<file path="src/rtl/bit_instr_seq.sv">
// bit_instr_seq: bit-logic instruction sequencer that feeds the PLC bit unit.
// Fetches 16-bit words ([15:11] op, [10] imm, [9:0] addr/target) over a
// req/ack handshake, decodes them and drives the bit unit's write enable and
// operand selects. RAM-sourced ops stall until the bit read returns.
// Optional build macro: BITSEQ_WATCHDOG_EN enables a scan-cycle watchdog
// that aborts a scan after WDT_LIMIT busy cycles and raises SEQ_Fault.
module bit_instr_seq #(
  parameter int PC_W      = 10,
  parameter int INSTR_W   = 16,
  parameter int WDT_LIMIT = 4095
) (
  input  logic               CLK,
  input  logic               CPU_Reset,
  input  logic               SEQ_Start,
  output logic               SEQ_Busy,
  output logic               SEQ_Done,
  output logic               SEQ_Fault,
  output logic               PM_Req,
  output logic [PC_W-1:0]    PM_Addr,
  input  logic               PM_Ack,
  input  logic [INSTR_W-1:0] PM_Data,
  output logic               RAM_Req,
  output logic [PC_W-1:0]    RAM_Addr,
  input  logic               RAM_Valid,
  input  logic               BITUNIT_A,
  output logic               BITUNIT_A_WE,
  output logic [2:0]         BITUNIT_A_OPCode,
  output logic [1:0]         BITUNIT_B_OPCode,
  output logic [1:0]         BITUNIT_LU_OPCode,
  output logic               BITUNIT_ArgToSet
);

  // state     | meaning
  // ----------+------------------------------------------------------------
  // ST_IDLE   | waiting for SEQ_Start; all bit-unit outputs quiet
  // ST_FETCH  | PM_Req held with PM_Addr=PC until PM_Ack loads IR
  // ST_EXEC   | one-cycle decode/execute of IR; RAM ops issue RAM_Req here
  // ST_WAIT_RAM | stalled on RAM bit read; writes A on RAM_Valid
  typedef enum logic [1:0] {
    ST_IDLE     = 2'd0,
    ST_FETCH    = 2'd1,
    ST_EXEC     = 2'd2,
    ST_WAIT_RAM = 2'd3
  } state_t;

  localparam logic [4:0] OP_LDI   = 5'h01;
  localparam logic [4:0] OP_LDM   = 5'h02;
  localparam logic [4:0] OP_LDOV  = 5'h04;
  localparam logic [4:0] OP_LDCMP = 5'h05;
  localparam logic [4:0] OP_LDSEM = 5'h06;
  localparam logic [4:0] OP_JMP   = 5'h10;
  localparam logic [4:0] OP_JMPC  = 5'h11;
  localparam logic [4:0] OP_JMPCN = 5'h12;
  localparam logic [4:0] OP_END   = 5'h1F;

  localparam logic [2:0] A_IMM = 3'd0;
  localparam logic [2:0] A_RAM = 3'd1;
  localparam logic [2:0] A_LU  = 3'd3;
  localparam logic [2:0] A_OV  = 3'd4;
  localparam logic [2:0] A_CMP = 3'd5;
  localparam logic [2:0] A_SEM = 3'd6;

  localparam logic [1:0] B_IMM = 2'd0;
  localparam logic [1:0] B_RAM = 2'd1;

  state_t               state_q, state_d;
  logic [PC_W-1:0]      pc_q, pc_d;
  logic [INSTR_W-1:0]   ir_q, ir_d;

  logic [4:0]           op;
  logic                 imm;
  logic [PC_W-1:0]      target;
  logic [PC_W-1:0]      pc_inc;
  logic                 is_ram_op;
  logic                 is_lu_imm;

  logic                 a_we;
  logic [2:0]           a_op;
  logic [1:0]           b_op;
  logic [1:0]           lu_op;
  logic                 ram_req;
  logic                 done;

`ifdef BITSEQ_WATCHDOG_EN
  localparam int WDT_W = $clog2(WDT_LIMIT + 1);
  // Down-counter of remaining busy cycles; terminal count at zero aborts.
  logic [WDT_W-1:0]     wdt_q, wdt_d;
  logic                 fault_q, fault_d;
`else
  logic                 unused_wdt_limit;
  assign unused_wdt_limit = ^WDT_LIMIT;
`endif

  assign op        = ir_q[INSTR_W-1 -: 5];
  assign imm       = ir_q[INSTR_W-6];
  assign target    = ir_q[PC_W-1:0];
  assign pc_inc    = pc_q + PC_W'(1);
  // LDM and the four LU-RAM ops (0x0C-0x0F) need a RAM bit before A can be written.
  assign is_ram_op = (op == OP_LDM) || (op[4:2] == 3'b011);
  assign is_lu_imm = (op[4:2] == 3'b010);

  // Next-state, PC/IR update and bit-unit control decode.
  always_comb begin
    state_d = state_q;
    pc_d    = pc_q;
    ir_d    = ir_q;
    a_we    = 1'b0;
    a_op    = A_IMM;
    b_op    = B_IMM;
    lu_op   = 2'd0;
    ram_req = 1'b0;
    done    = 1'b0;
`ifdef BITSEQ_WATCHDOG_EN
    wdt_d   = wdt_q;
    fault_d = fault_q;
`endif
    case (state_q)
      ST_IDLE: begin
        if (SEQ_Start) begin
          state_d = ST_FETCH;
          pc_d    = '0;
`ifdef BITSEQ_WATCHDOG_EN
          fault_d = 1'b0;
          wdt_d   = WDT_W'(WDT_LIMIT - 1);
`endif
        end
      end
      ST_FETCH: begin
        if (PM_Ack) begin
          ir_d    = PM_Data;
          state_d = ST_EXEC;
        end
      end
      ST_EXEC: begin
        if (is_ram_op) begin
          // PC stays put; it advances once the RAM operand has been consumed.
          ram_req = 1'b1;
          state_d = ST_WAIT_RAM;
        end else begin
          state_d = ST_FETCH;
          pc_d    = pc_inc;
          case (op)
            OP_LDI:   a_we = 1'b1;
            OP_LDOV:  begin a_we = 1'b1; a_op = A_OV;  end
            OP_LDCMP: begin a_we = 1'b1; a_op = A_CMP; end
            OP_LDSEM: begin a_we = 1'b1; a_op = A_SEM; end
            OP_JMP:   pc_d = target;
            OP_JMPC:  if (BITUNIT_A)  pc_d = target;
            OP_JMPCN: if (!BITUNIT_A) pc_d = target;
            OP_END: begin
              done    = 1'b1;
              pc_d    = '0;
              state_d = ST_IDLE;
            end
            default: begin
              // Unlisted opcodes fall through as NOP.
              if (is_lu_imm) begin
                a_we  = 1'b1;
                a_op  = A_LU;
                lu_op = op[1:0];
              end
            end
          endcase
        end
      end
      ST_WAIT_RAM: begin
        if (RAM_Valid) begin
          a_we = 1'b1;
          if (op == OP_LDM) begin
            a_op = A_RAM;
          end else begin
            a_op  = A_LU;
            b_op  = B_RAM;
            lu_op = op[1:0];
          end
          pc_d    = pc_inc;
          state_d = ST_FETCH;
        end
      end
      default: state_d = ST_IDLE;
    endcase
`ifdef BITSEQ_WATCHDOG_EN
    // Abort wins over anything the current state wanted, including END.
    if (state_q != ST_IDLE) begin
      if (wdt_q == '0) begin
        state_d = ST_IDLE;
        pc_d    = '0;
        fault_d = 1'b1;
        done    = 1'b0;
        a_we    = 1'b0;
        a_op    = A_IMM;
        b_op    = B_IMM;
        lu_op   = 2'd0;
        ram_req = 1'b0;
      end else begin
        wdt_d = wdt_q - WDT_W'(1);
      end
    end
`endif
  end

  // All sequencer state; async active-low reset returns to IDLE with PC=IR=0.
  always_ff @(posedge CLK or negedge CPU_Reset) begin
    if (!CPU_Reset) begin
      state_q <= ST_IDLE;
      pc_q    <= '0;
      ir_q    <= '0;
`ifdef BITSEQ_WATCHDOG_EN
      wdt_q   <= '0;
      fault_q <= 1'b0;
`endif
    end else begin
      state_q <= state_d;
      pc_q    <= pc_d;
      ir_q    <= ir_d;
`ifdef BITSEQ_WATCHDOG_EN
      wdt_q   <= wdt_d;
      fault_q <= fault_d;
`endif
    end
  end

  assign SEQ_Busy          = (state_q != ST_IDLE);
  assign SEQ_Done          = done;
`ifdef BITSEQ_WATCHDOG_EN
  assign SEQ_Fault         = fault_q;
`else
  assign SEQ_Fault         = 1'b0;
`endif
  assign PM_Req            = (state_q == ST_FETCH);
  assign PM_Addr           = pc_q;
  assign RAM_Req           = ram_req;
  assign RAM_Addr          = target;
  assign BITUNIT_A_WE      = a_we;
  assign BITUNIT_A_OPCode  = a_op;
  assign BITUNIT_B_OPCode  = b_op;
  assign BITUNIT_LU_OPCode = lu_op;
  assign BITUNIT_ArgToSet  = a_we & imm;

endmodule

</file>
<file path="config.mk">
export PLATFORM = sky130hd
export DESIGN_NAME = bit_instr_seq
export DESIGN_NICKNAME = d
export VERILOG_FILES = /design/src/rtl/bit_instr_seq.sv
export SDC_FILE = /design/constraint.sdc
export NUM_CORES = 1
export LEC_CHECK = 0
export ABC_AREA = 1
export BUFFER_PORTS_ARGS = -buffer_cell sky130_fd_sc_hd__clkbuf_2
export CAP_MARGIN = 15
export CORE_AREA = 2 2 85 87
export CTS_CLUSTER_DIAMETER = 30
export DETAILED_ROUTE_END_ITERATION = 10
export DIE_AREA = 0 0 87 89
export PLACE_DENSITY_LB_ADDON = 0.3
export REMOVE_ABC_BUFFERS = 1
export SKIP_CTS_REPAIR_TIMING = 1
export SLEW_MARGIN = 20
export SYNTH_ARGS = -nofsm -noshare
export SYNTH_HDL_FRONTEND = slang
export SYNTH_SLANG_ARGS = --single-unit
</file>
<file path="constraint.sdc">
create_clock -name CLK -period 5.3 [get_ports CLK]
set_clock_uncertainty 0.2 [all_clocks]
set_input_delay 1.59 -clock CLK [delete_from_list [all_inputs] [get_ports CLK]]
set_output_delay 1.59 -clock CLK [all_outputs]
set_load 0.01 [all_outputs]
</file>
After elaboration in Yosys (flattened, before gate mapping) --
Cells that the tools add are included. W data, S select, Z words.
Cells by class: bitwise operators 1, mux-type cells 38, add/subtract/negate cells 1, reduce and logical (&&, ||, !) cells 11, equal/unequal tests 18
Operator list (count):
- $mux W10 | 5
- $pmux W10 S4 | 1
- $pmux W10 S3 | 1
- $mux W2 | 12
- $eq A5 B5 Y1 const B | 4
- $eq A5 B3 Y1 const B | 3
- $mux W1 | 12
- $pmux W3 S4 | 1
- $add A10 B1 Y10 const B | 1
- $pmux W2 S4 | 1
- $reduce_or A4 Y1 | 2
- $reduce_or A8 Y1 | 1
- $eq A3 B2 Y1 const B | 2
- $ne A2 B2 Y1 const B | 3
- $pmux W3 S2 | 1
- $eq A5 B1 Y1 const B | 1
- $eq A5 B2 Y1 const B | 1
- $reduce_or A5 Y1 | 1
- $eq A2 B2 Y1 const B | 2
- $pmux W1 S2 | 2
- $pmux W2 S2 | 1
- $reduce_and A4 Y1 | 1
- $mux W3 | 1
- $reduce_and A3 Y1 | 1
- other kinds (8) | 8
Storage, ports and cells: bits in registers 28, output and inout bits 34, bits of input ports 22

Depth between registers and ports, before layout --
word-level depth 6, gate-level depth with buffers 12

Least setup slack after synthesis --
OpenSTA, ideal clock, no wires.
kind in2out, from in RAM_Valid, to out BITUNIT_LU_OPCode[1], arrival 2.033 ns, setup slack 1.477 ns, path buffers 0, stages 4, required time 3.510 ns, cell sequence nand2_1 -> o21ai_0 -> inv_1 -> nor2_1
On the way: cells in the longest elaborated chain, start to end 2
RTL lines:
- from (decl) | RTL line 24 | input logic RAM_Valid,
- $mux W2 | RTL line 167 | if (RAM_Valid) begin
- $pmux W2 S2 | RTL line 117 | case (state_q)
- to (decl) | RTL line 29 | output logic [1:0] BITUNIT_LU_OPCode,
No other way between the ends.

Worst setup path in the final report --
from in RAM_Valid, to out BITUNIT_A_OPCode[1]
On the way: cells in the longest elaborated chain, start to end 2
RTL lines:
- $mux W2 | RTL line 167
- $pmux W3 S2 | RTL line 117
- to (decl) | RTL line 27 | output logic [2:0] BITUNIT_A_OPCode,
No other way between the ends.

==> results_dict.tcl <==
set metrics [dict create \
    outcome "finished clean" \
    syn_area_per_cell_um2 7.60 \
    fin_crit_sh 0.779 \
    core_area_um2 6720 \
    finalSetupViolCount 0 \
    clk_pin_slew_ns 0.11 \
    ys_warn_count 0 \
    die_area_um2 7740 \
    nets 329 \
    start_util 0.293 \
    gp_congestion 0.781 \
    n_fill_cell 725 \
    final_cell_mix "clkbuf_2, nand2_1, inv_1, nor2_1, dfrtp_1" \
    ys_types 34 \
    tightest_slew_ns 0.772 \
    synth_top_cell_by_area "dfrtp_1" \
    grtUsageTotal 0.123 \
    multi_input_area_um2 1010 \
    synthTopCellsByArea "dfrtp_1, nand2_1, mux2_2, inv_1, nor2_1" \
    antenna_cells 0 \
    drt_wl_total_um 4500 \
    drive_gt1_frac 0.332 \
    power_mw 1.33 \
    clock_latency_ns 0.28 \
    cts.path.max_buffers 2 \
    row_count 30 \
    routed_via_density 4.44 \
    syn_inst 259 \
    hold_viol 0 \
    drt_pre_antenna_iters 6 \
    grt_setup_unrepaired "no" \
    hold_path_class "reg -> reg" \
    worstSetupPathType "in -> out" \
    maxCapViolations 0 \
    area_delta_synth_final_pct 16.4 \
    cp_max_fo 5 \
    grt_pass1_vias 1647 \
    synth-seq-cells 28 \
    num_vias 1690 \
    cts_tree "done" \
    cts_root_buf "clkbuf_8" \
    postLayoutCoreUtil 0.341 \
    drc_errors 0 \
    power.density_nw_per_um2 580 \
    first_iter_violations 100 \
    slew_headroom 0.484 \
    critPathArrivalTime_ns 2.34 \
    antenna_found_initial 0 \
    p_leak_nw 1.24 \
    layout_commonest_cell "clkbuf_2" \
    seqCellArea_um2 701 \
    port_buffers 53 \
    vdd_drop_max_uv 178 \
    cts-buffers-inserted 3 \
    startpoint_type "input pin" \
    fin_crit_ns 4.13 \
    grt_pass1_wl_um 7600 \
    syn-cell-area_um2 1970 \
    h-tree-depth 1 \
    drv_slew 0 \
    grt_max_degree 29 \
    hpwl_um 3580 \
    grt_overflow 0 \
    cts.sinks 28 \
    yosysSeqAreaShare 0.356 \
    worst_setup_path_end_kind "output port" \
    wl_per_cell_um 11.8 \
    die_h_um 89 \
    max_freq_mhz 242 \
    setup_tns_ns 0 \
    ios 56 \
    critical_path_required_ns 3.51 \
    post-synth-top-area-fraction 0.356 \
    die_w_um 87 \
    ant_nets 0 \
]
-- cell usage after synthesis (all sizes together) --
cell type and instances:
mux2 11, clkinv 1, o21bai 1, o22ai 1
buf 15, conb 1, clkbuf 1, a21boi 1
xnor2 2, dfrtp 28, nor3 2, nor2 37
ha 5, o211ai 2, nand2 62, nand4 5
nand3 20, inv 36, o21ai 7, a21oi 17
xor2 2, or2 2
-- worst max-delay path, cell delays in order --
cell,delay [ns]
clkbuf_2,0.08
nand2_1,0.12
o21ai_0,0.17
inv_1,0.07
o21ai_0,0.12
clkbuf_2,0.19
-- per-stage QoR --
step | hold WS [ns] | cell area, µm² | std cells | setup WS [ns]
after global placement | 0.298 | 2220 | 377 | 1.17
after detailed placement | 0.296 | 2220 | 377 | 1.17
after floorplan | 0.273 | 1860 | 244 | 1.48
final | 0.324 | 2290 | 381 | 1.17
after CTS | 0.321 | 2290 | 381 | 1.17
after global routing | 0.352 | 2290 | 381 | 1.11
-- power breakdown --
group	switching, mW	internal (mW)	leakage (nW)	total, mW
Combinational	0.435	0.284	0.876	0.718
Clock	0.0741	0.101	0.0357	0.175
Sequential	0.115	0.321	0.332	0.436
Total	0.624	0.706	1.24	1.33
-- path summary, 6_finish.rpt --
kind,start,to,slack (ns),depth (start not counted)
worst max-delay path,RAM_Valid,BITUNIT_A_OPCode[1],1.17,6
worst min-delay path,ir_q[10],ir_q[10],0.32,1
worst max register to register,state_q[0],PM_Addr[8],2.90,11
worst min register to register,ir_q[10],ir_q[10],0.32,1
max in group asynchronous,CPU_Reset,PM_Addr[7],3.28,1
min in group asynchronous,CPU_Reset,PM_Addr[1],1.15,1
-- cell families after synthesis --
| logic type | Yosys count | share of synthesized area |
|---|---|---|
| and+or+nand+nor | 128 | 0.302 |
| other | 1 | 0.00190 |
| muxes | 11 | 0.0629 |
| xor gates and xnor gates | 4 | 0.0216 |
| buffers and inverters | 53 | 0.131 |
| AOI/OAI and AO/OA | 29 | 0.0928 |
| adders and majority gates | 5 | 0.0318 |
| DFF | 28 | 0.356 |
-- flip-flops by register name (all words and copies together), names as in the netlist --
register,flops
PM_Addr,10
ir_q,16
state_q,2
-- layout make-up --
type,instances,area share
inverters,37,0.0611
multi-input cells,179,0.443
clock inverters,1,0.0131
well taps,80,0.0437
clock buffers,3,0.0180
flip-flops and latches,28,0.306
repair buffers,53,0.116
-- metal layers --
metal / share of wire / global-route usage / wire, µm
met1: 0.48 / 0.165 / 2160
met4: 0.011 / 0.0298 / 50
met5: 0 / 0 / 0
met3: 0.039 / 0.0222 / 176
met2: 0.47 / 0.205 / 2110
Power figures use the tool's default switching activity.
